===== config.mk =====
export PLATFORM = sky130hd
export DESIGN_NAME = lcd_responder
export DESIGN_NICKNAME = d
export VERILOG_FILES = /design/src/rtl/lcd_pkg.sv /design/src/rtl/lcd_ddram.sv /design/src/rtl/lcd_responder.sv
export SDC_FILE = /design/constraint.sdc
export NUM_CORES = 1
export LEC_CHECK = 0
export BUFFER_PORTS_ARGS = -buffer_cell sky130_fd_sc_hd__buf_2
export CAP_MARGIN = 0
export CORE_AREA = 3 3 322 165
export CTS_BUF_LIST = sky130_fd_sc_hd__clkbuf_8
export CTS_CLUSTER_SIZE = 12
export DETAILED_ROUTE_END_ITERATION = 6
export DIE_AREA = 0 0 325 168
export PLACE_DENSITY_LB_ADDON = 0.1
export SYNTH_ARGS = -nofsm -noshare
export SYNTH_HDL_FRONTEND = slang
export SYNTH_SLANG_ARGS = --single-unit
export TNS_END_PERCENT = 100

===== constraint.sdc =====
create_clock -name clk -period 8.36 [get_ports clk]
set_input_delay 1.672 -clock clk [delete_from_list [all_inputs] [get_ports clk]]
set_output_delay 1.672 -clock clk [all_outputs]
set_load 0.02 [all_outputs]

===== src/rtl/lcd_pkg.sv =====
// Shared constants, types and address helpers for the HD44780-style LCD responder.
package lcd_pkg;

    localparam int unsigned DATA_W    = 8;
    localparam int unsigned AC_W      = 7;
    localparam int unsigned RAM_DEPTH = 80;

    localparam logic [AC_W-1:0]   LINE0_BASE = 7'h00;
    localparam logic [AC_W-1:0]   LINE1_BASE = 7'h40;
    localparam int unsigned       LINE_LEN   = 40;
    localparam logic [DATA_W-1:0] SPACE      = 8'h20;

    // Instruction classes are selected by the highest set bit of the command byte
    localparam logic [DATA_W-1:0] CMD_CLEAR = 8'h01;
    localparam logic [DATA_W-1:0] CMD_HOME  = 8'h02;
    localparam logic [DATA_W-1:0] CMD_ENTRY = 8'h04;
    localparam logic [DATA_W-1:0] CMD_DISP  = 8'h08;
    localparam logic [DATA_W-1:0] CMD_SHIFT = 8'h10;
    localparam logic [DATA_W-1:0] CMD_FUNC  = 8'h20;
    localparam logic [DATA_W-1:0] CMD_CGRAM = 8'h40;
    localparam logic [DATA_W-1:0] CMD_DDRAM = 8'h80;

    typedef enum logic [1:0] {
        ST_IDLE,
        ST_FILL,
        ST_WAIT
    } lcd_state_e;

    typedef enum logic [3:0] {
        OP_NOP,
        OP_CLEAR,
        OP_HOME,
        OP_ENTRY,
        OP_DISP,
        OP_SHIFT,
        OP_FUNC,
        OP_CGRAM,
        OP_DDRAM
    } lcd_op_e;

    typedef struct packed {
        logic              rs;
        logic              rw;
        logic [DATA_W-1:0] data;
    } host_req_t;

    function automatic lcd_op_e decode_op(input logic [DATA_W-1:0] d);
        if ((d & CMD_DDRAM) != '0)      return OP_DDRAM;
        else if ((d & CMD_CGRAM) != '0) return OP_CGRAM;
        else if ((d & CMD_FUNC) != '0)  return OP_FUNC;
        else if ((d & CMD_SHIFT) != '0) return OP_SHIFT;
        else if ((d & CMD_DISP) != '0)  return OP_DISP;
        else if ((d & CMD_ENTRY) != '0) return OP_ENTRY;
        else if ((d & CMD_HOME) != '0)  return OP_HOME;
        else if ((d & CMD_CLEAR) != '0) return OP_CLEAR;
        return OP_NOP;
    endfunction

    function automatic logic ac_valid(input logic [AC_W-1:0] ac);
        return (ac < LINE0_BASE + AC_W'(LINE_LEN)) ||
               ((ac >= LINE1_BASE) && (ac < LINE1_BASE + AC_W'(LINE_LEN)));
    endfunction

    // Line ends wrap onto the other line so the two lines form one 80-entry ring
    function automatic logic [AC_W-1:0] ac_step(input logic [AC_W-1:0] ac, input logic inc);
        logic [AC_W-1:0] line0_last;
        logic [AC_W-1:0] line1_last;
        line0_last = LINE0_BASE + AC_W'(LINE_LEN - 1);
        line1_last = LINE1_BASE + AC_W'(LINE_LEN - 1);
        if (inc) begin
            if (ac == line0_last)      return LINE1_BASE;
            else if (ac == line1_last) return LINE0_BASE;
            else                       return ac + AC_W'(1);
        end else begin
            if (ac == LINE0_BASE)      return line1_last;
            else if (ac == LINE1_BASE) return line0_last;
            else                       return ac - AC_W'(1);
        end
    endfunction

    function automatic logic [AC_W-1:0] ac_index(input logic [AC_W-1:0] ac);
        if (ac >= LINE1_BASE) return ac - LINE1_BASE + AC_W'(LINE_LEN);
        return ac - LINE0_BASE;
    endfunction

endpackage


===== src/rtl/lcd_ddram.sv =====
// 80x8 display RAM: one write port, a combinational read port for the address
// counter and a registered debug read port.
module lcd_ddram
    import lcd_pkg::*;
(
    input  logic              clk,
    input  logic              rst_n,
    input  logic              we,
    input  logic [AC_W-1:0]   waddr,
    input  logic [DATA_W-1:0] wdata,
    input  logic [AC_W-1:0]   ac_raddr,
    output logic [DATA_W-1:0] ac_rdata,
    input  logic [AC_W-1:0]   dbg_raddr,
    output logic [DATA_W-1:0] dbg_rdata
);

    logic [DATA_W-1:0] mem_q [RAM_DEPTH];
    logic [DATA_W-1:0] dbg_rdata_d;
    logic [DATA_W-1:0] dbg_rdata_q;

    // Storage is deliberately unreset; the power-on clear initialises it
    always_ff @(posedge clk) begin
        if (we && (waddr < AC_W'(RAM_DEPTH))) begin
            mem_q[waddr] <= wdata;
        end
    end

    always_comb begin
        ac_rdata    = '0;
        dbg_rdata_d = '0;
        if (ac_raddr < AC_W'(RAM_DEPTH)) begin
            ac_rdata = mem_q[ac_raddr];
        end
        if (dbg_raddr < AC_W'(RAM_DEPTH)) begin
            dbg_rdata_d = mem_q[dbg_raddr];
        end
    end

    always_ff @(posedge clk or negedge rst_n) begin
        if (!rst_n) begin
            dbg_rdata_q <= '0;
        end else begin
            dbg_rdata_q <= dbg_rdata_d;
        end
    end

    assign dbg_rdata = dbg_rdata_q;

endmodule


===== src/rtl/lcd_responder.sv =====
// Character-LCD controller model: host strobe interface, instruction decode,
// busy timing and the DDRAM clear/fill sequencer.
module lcd_responder
    import lcd_pkg::*;
#(
    parameter int unsigned BUSY_CYCLES  = 40,
    parameter int unsigned CLEAR_CYCLES = 1640
) (
    input  logic              clk,
    input  logic              rstBt,
    input  logic              en,
    input  logic              RS,
    input  logic              RW,
    input  logic [DATA_W-1:0] dataIn,
    output logic [DATA_W-1:0] dataOut,
    output logic              dataOe,
    output logic              busy,
    output logic              ovrErr,
    output logic              dispOn,
    output logic              cursOn,
    output logic              blinkOn,
    input  logic [AC_W-1:0]   rdAddr,
    output logic [DATA_W-1:0] rdData
);

    localparam int unsigned CNT_MAX = (CLEAR_CYCLES > BUSY_CYCLES) ? CLEAR_CYCLES : BUSY_CYCLES;
    localparam int unsigned CNT_W   = $clog2(CNT_MAX + 1);

    lcd_state_e        state_q, state_d;
    logic [CNT_W-1:0]  cnt_q, cnt_d;
    logic [AC_W-1:0]   fill_idx_q, fill_idx_d;
    logic              en_q, en_d;
    host_req_t         host_q, host_d;
    logic [AC_W-1:0]   ac_q, ac_d;
    logic              id_q, id_d;
    logic              sh_q, sh_d;
    logic              dl_q, dl_d;
    logic              n_q, n_d;
    logic              f_q, f_d;
    logic              disp_q, disp_d;
    logic              curs_q, curs_d;
    logic              blink_q, blink_d;
    logic              ovr_q, ovr_d;
    logic              busy_q, busy_d;

    logic              commit_c;
    lcd_op_e           op_c;
    logic              ram_we_c;
    logic [AC_W-1:0]   ram_waddr_c;
    logic [DATA_W-1:0] ram_wdata_c;
    logic [DATA_W-1:0] ac_rdata;
    logic              data_oe_c;
    logic [DATA_W-1:0] data_out_c;

    // Entry shift and function-set bits are held but have no modelled effect
    logic              unused_mode;
    assign unused_mode = ^{sh_q, dl_q, n_q, f_q};

    lcd_ddram u_ddram (
        .clk       (clk),
        .rst_n     (rstBt),
        .we        (ram_we_c),
        .waddr     (ram_waddr_c),
        .wdata     (ram_wdata_c),
        .ac_raddr  (ac_index(ac_q)),
        .ac_rdata  (ac_rdata),
        .dbg_raddr (rdAddr),
        .dbg_rdata (rdData)
    );

    assign commit_c = en_q && !en;

    // Read bus follows the live strobe so the host sees data before its falling edge
    always_comb begin
        data_oe_c  = rstBt && en && RW;
        data_out_c = '0;
        if (data_oe_c) begin
            data_out_c = RS ? ac_rdata : {busy_q, ac_q};
        end
    end

    always_comb begin
        state_d     = state_q;
        cnt_d       = cnt_q;
        fill_idx_d  = fill_idx_q;
        en_d        = en;
        host_d      = host_q;
        ac_d        = ac_q;
        id_d        = id_q;
        sh_d        = sh_q;
        dl_d        = dl_q;
        n_d         = n_q;
        f_d         = f_q;
        disp_d      = disp_q;
        curs_d      = curs_q;
        blink_d     = blink_q;
        ovr_d       = ovr_q;
        ram_we_c    = 1'b0;
        ram_waddr_c = fill_idx_q;
        ram_wdata_c = SPACE;
        op_c        = decode_op(host_q.data);

        if (en) begin
            host_d.rs   = RS;
            host_d.rw   = RW;
            host_d.data = dataIn;
        end

        // The busy counter keeps running through FILL so clear time is CLEAR_CYCLES total
        case (state_q)
            ST_FILL: begin
                ram_we_c = 1'b1;
                cnt_d    = cnt_q - CNT_W'(1);
                if (fill_idx_q == AC_W'(RAM_DEPTH - 1)) begin
                    fill_idx_d = '0;
                    if (cnt_q == '0) begin
                        cnt_d   = '0;
                        state_d = ST_IDLE;
                    end else begin
                        state_d = ST_WAIT;
                    end
                end else begin
                    fill_idx_d = fill_idx_q + AC_W'(1);
                end
            end
            ST_WAIT: begin
                if (cnt_q == '0) begin
                    state_d = ST_IDLE;
                end else begin
                    cnt_d = cnt_q - CNT_W'(1);
                end
            end
            default: ;
        endcase

        if (commit_c) begin
            if (host_q.rw) begin
                if (host_q.rs) begin
                    ac_d = ac_step(ac_q, id_q);
                end
            end else if (state_q != ST_IDLE) begin
                ovr_d = 1'b1;
            end else if (host_q.rs) begin
                ram_we_c    = 1'b1;
                ram_waddr_c = ac_index(ac_q);
                ram_wdata_c = host_q.data;
                ac_d        = ac_step(ac_q, id_q);
                state_d     = ST_WAIT;
                cnt_d       = CNT_W'(BUSY_CYCLES - 1);
            end else begin
                state_d = ST_WAIT;
                cnt_d   = CNT_W'(BUSY_CYCLES - 1);
                case (op_c)
                    OP_NOP: state_d = ST_IDLE;
                    OP_CLEAR: begin
                        state_d    = ST_FILL;
                        cnt_d      = CNT_W'(CLEAR_CYCLES - 1);
                        fill_idx_d = '0;
                        ac_d       = LINE0_BASE;
                        id_d       = 1'b1;
                    end
                    OP_HOME: begin
                        cnt_d = CNT_W'(CLEAR_CYCLES - 1);
                        ac_d  = LINE0_BASE;
                    end
                    OP_ENTRY: begin
                        id_d = host_q.data[1];
                        sh_d = host_q.data[0];
                    end
                    OP_DISP: begin
                        disp_d  = host_q.data[2];
                        curs_d  = host_q.data[1];
                        blink_d = host_q.data[0];
                    end
                    OP_SHIFT: begin
                        if (!host_q.data[3]) begin
                            ac_d = ac_step(ac_q, host_q.data[2]);
                        end
                    end
                    OP_FUNC: begin
                        dl_d = host_q.data[4];
                        n_d  = host_q.data[3];
                        f_d  = host_q.data[2];
                    end
                    OP_DDRAM: begin
                        ac_d = ac_valid(host_q.data[6:0]) ? host_q.data[6:0] : LINE0_BASE;
                    end
                    default: ;
                endcase
            end
        end

        busy_d = (state_d != ST_IDLE);
    end

    // Reset lands in FILL so every release performs the power-on clear
    always_ff @(posedge clk or negedge rstBt) begin
        if (!rstBt) begin
            state_q    <= ST_FILL;
            cnt_q      <= CNT_W'(CLEAR_CYCLES - 1);
            fill_idx_q <= '0;
            en_q       <= 1'b0;
            host_q     <= '0;
            ac_q       <= LINE0_BASE;
            id_q       <= 1'b1;
            sh_q       <= 1'b0;
            dl_q       <= 1'b1;
            n_q        <= 1'b1;
            f_q        <= 1'b0;
            disp_q     <= 1'b0;
            curs_q     <= 1'b0;
            blink_q    <= 1'b0;
            ovr_q      <= 1'b0;
            busy_q     <= 1'b1;
        end else begin
            state_q    <= state_d;
            cnt_q      <= cnt_d;
            fill_idx_q <= fill_idx_d;
            en_q       <= en_d;
            host_q     <= host_d;
            ac_q       <= ac_d;
            id_q       <= id_d;
            sh_q       <= sh_d;
            dl_q       <= dl_d;
            n_q        <= n_d;
            f_q        <= f_d;
            disp_q     <= disp_d;
            curs_q     <= curs_d;
            blink_q    <= blink_d;
            ovr_q      <= ovr_d;
            busy_q     <= busy_d;
        end
    end

    assign dataOe  = data_oe_c;
    assign dataOut = data_out_c;
    assign busy    = busy_q;
    assign ovrErr  = ovr_q;
    assign dispOn  = disp_q;
    assign cursOn  = curs_q;
    assign blinkOn = blink_q;

endmodule


==> flow_metrics.env <==
export IMPL_yosysWarningCount=0
export IMPL_skew_ns=0.04126
export IMPL_cp_max_fo=48
export IMPL_grt_pass1_vias=20600
export IMPL_yosysUniqueCellTypes=74
export IMPL_wl_um=96730
export IMPL_leakagePower_nw=12.03
export IMPL_fin_tns_setup_ns=0
export IMPL_worstSetupEndpointType="primary output"
export IMPL_slew_headroom_pct=9.235
export IMPL_hold_path_class="flop to flop"
export IMPL_hpwl_um=63520
export IMPL_period_share_pct=72.95
export IMPL_hold_slack_ns=0.4589
export IMPL_met3_usage_pct=12.18
export IMPL_area_delta_synth_final_pct=7.297
export IMPL_clk_pin_slew_worst_paths_ns=0.07
export IMPL_cts_resized_gates=0
export IMPL_synth_seq_cells=692
export IMPL_gp_congestion=1.010
export IMPL_cts_buffers_inserted=95
export IMPL_ys_flop_type="edfxtp_1"
export IMPL_wire_per_inst_um=35.00
export IMPL_fillers=3094
export IMPL_num_nets_final=2023
export IMPL_dp_slack_ns=2.719
export IMPL_outcome="finished, violations left"
export IMPL_dieArea_sq_mm=0.05460
export IMPL_grt_pass1_wl_um=140600
export IMPL_drc=9
export IMPL_clkSinkCount=692
export IMPL_syn_inst=1967
export IMPL_initial_core_util_pct=67.14
export IMPL_async_flop_share_pct=7.514
export IMPL_num_vias=20750
export IMPL_setup_ws_ns=2.261
export IMPL_core_area_sq_mm=0.05029
export IMPL_required_ns=6.69
export IMPL_drtIter0Drc=3406
export IMPL_worst_pin_slew_ns=1.357
export IMPL_cts_tree="yes"
export IMPL_hold_viol=0
export IMPL_report_final_slew_viol_count=0
export IMPL_track_usage_pct=35.89
export IMPL_use_met1_pct=50.46
export IMPL_routed_via_density=7.507
export IMPL_grt_max_degree=94
export IMPL_cts_setup_buffers=0
export IMPL_rsz0062_at_grt="no"
export IMPL_die_w_um=325
export IMPL_met2_usage_pct=54.33
export IMPL_ios=42
export IMPL_cp_arrival_ns=4.43
export IMPL_cp_start_kind="flop"
export IMPL_cts_root_buffer="clkbuf_8"
export IMPL_clock_tree_buffer_depth=3
export IMPL_ys_seq_area_share_pct=60.81
export IMPL_first_pass_iters=7
export IMPL_io_buffers=41
export IMPL_synth_nets=1998
export IMPL_grt_overflow_total=0
export IMPL_netlist_area_sq_mm=0.03376
export IMPL_clk_latency_ns=0.72
export IMPL_htree_levels=3
export IMPL_ant_nets=0
export IMPL_setup_viol=0
export IMPL_synth_edf_count=640
export IMPL_ir_drop_v=0.0001985
export IMPL_crit_type="flop to primary output"
export IMPL_row_count=58
export IMPL_violations="DRC"
export IMPL_max_freq_ghz=0.1640
export IMPL_powerDensity_mw_per_mm2=278.1
export IMPL_max_cap_violations=0
export IMPL_drive_above_1_share_pct=28.57
export IMPL_cts_hold_buf=0
export IMPL_fp_dieH_um=168
export IMPL_antenna_found_initial=6
export IMPL_top_usage_layer="met2"
export IMPL_period_minus_slack_ns=6.099
export IMPL_syn_area_per_cell_sq_um=17.17
## cells by family (layout without fill, tap and decap cells)
logic type               Yosys count  after routing  synth area share, %
AO/OA/AOI/OAI                    220            220                4.488
other                              0              2                    0
flip-flops                       692            692                60.81
AND/OR/NAND/NOR                  412            412                5.755
adder cells (fa/ha/maj)           11             11               0.4076
buffers and inverters            162            267                2.405
multiplexers                     447            447                25.46
XOR/XNOR                          23             23               0.6745
## cells in the mapped netlist (21+ instances only)
cell type	number	area, sq um
nor2_1	125	469.2
nand3_1	29	145.1
o21ai_0	37	185.2
nor3_1	25	125.1
edfxtp_1	640	19220
dfrtp_1	42	1051
clkbuf_1	57	214.0
inv_1	21	78.83
mux2_2	34	382.9
a22oi_1	23	172.7
a211oi_1	22	165.2
mux2i_1	87	870.8
nand2_1	130	488.0
buf_2	43	215.2
mux4_2	326	7342
a21oi_1	41	205.2
## layout make-up
cell class | instances | area [sq um] | area share, %
clock buffers | 101 | 1390 | 3.837
well taps | 690 | 863.3 | 2.383
inverters | 21 | 78.83 | 0.2176
multi-input cells | 1113 | 12460 | 34.40
diodes | 2 | 5.005 | 0.01382
clock inverters | 76 | 415.4 | 1.147
flip-flops and latches | 692 | 20540 | 56.70
repair buffers | 69 | 471.7 | 1.302
## routing by layer
metal	vias up	share of wire [%]	wire, um
met5	-	0.057	55
met4	6	3.3	3209
met3	238	15	14180
met2	1582	46	44740
met1	10720	36	34550
li1	8200	-	-
## worst paths after layout
kind / startpoint / end / slack (ns) / cells past startpoint
hold reg to reg: ovrErr / ovrErr / 0.46 / 1
hold / removal: ovrErr / ovrErr / 0.46 / 1
min in group asynchronous: rstBt / u_ddram.dbg_rdata[4] / 1.13 / 2
setup / recovery: ac_q[6] / dataOut[5] / 2.26 / 8
setup reg to reg: ac_q[3] / u_ddram.mem_q[47][4] / 3.40 / 9
max in group asynchronous: rstBt / ac_q[0] / 6.67 / 2
## critical path: stages, from the launching register on
cell and delay (ns):
dfrtp_1 0.91, xor2_4 0.62, buf_4 0.75, mux4_2 0.34
nand2_1 0.06, nand4_1 0.26, nand3_1 0.11, o32ai_1 0.37
buf_2 0.24
## sequential cells by signal, indices dropped and copies added (netlist names), 2 cells and up
register and count:
host_q 10, state_q 2, ac_q 7, fill_idx_q 7, u_ddram.dbg_rdata 8, u_ddram.mem_q 640
cnt_q 11
## per-stage QoR
step	util (%)	power, W	std cells	instance area, sq um
2_1_floorplan	-	0.006451	1967	33760
3_3_place_gp	68.44	0.007435	2585	34420
3_5_place_dp	68.44	0.007499	2585	34420
4_1_cts	72.03	0.009973	2762	36220
5_1_grt	72.03	0.01038	2762	36220
6_report	72.04	0.01008	2764	36230
## cell usage in the layout (no fill, tap or decap), types with 19 or more instances in the layout
master	netlist	routed
clkinv_1	0	22
o21ai_0	37	37
nor2_1	125	123
mux2i_1	87	87
nand3_1	29	29
a211oi_1	22	22
a21oi_1	41	41
buf_2	43	38
o22ai_1	19	19
buf_4	14	26
clkbuf_8	0	101
nand2_1	130	129
mux2_2	34	34
mux4_2	326	326
edfxtp_1	640	640
nor3_1	25	25
dfrtp_1	42	39
inv_1	21	52
a22oi_1	23	23
## power breakdown
group	internal, W	switching [W]	total (W)
sequential	0.00383	0.000166	0.00400
clock	0.00122	0.00132	0.00254
combinational	0.00139	0.00215	0.00354
(Power assumes the default switching activity.)
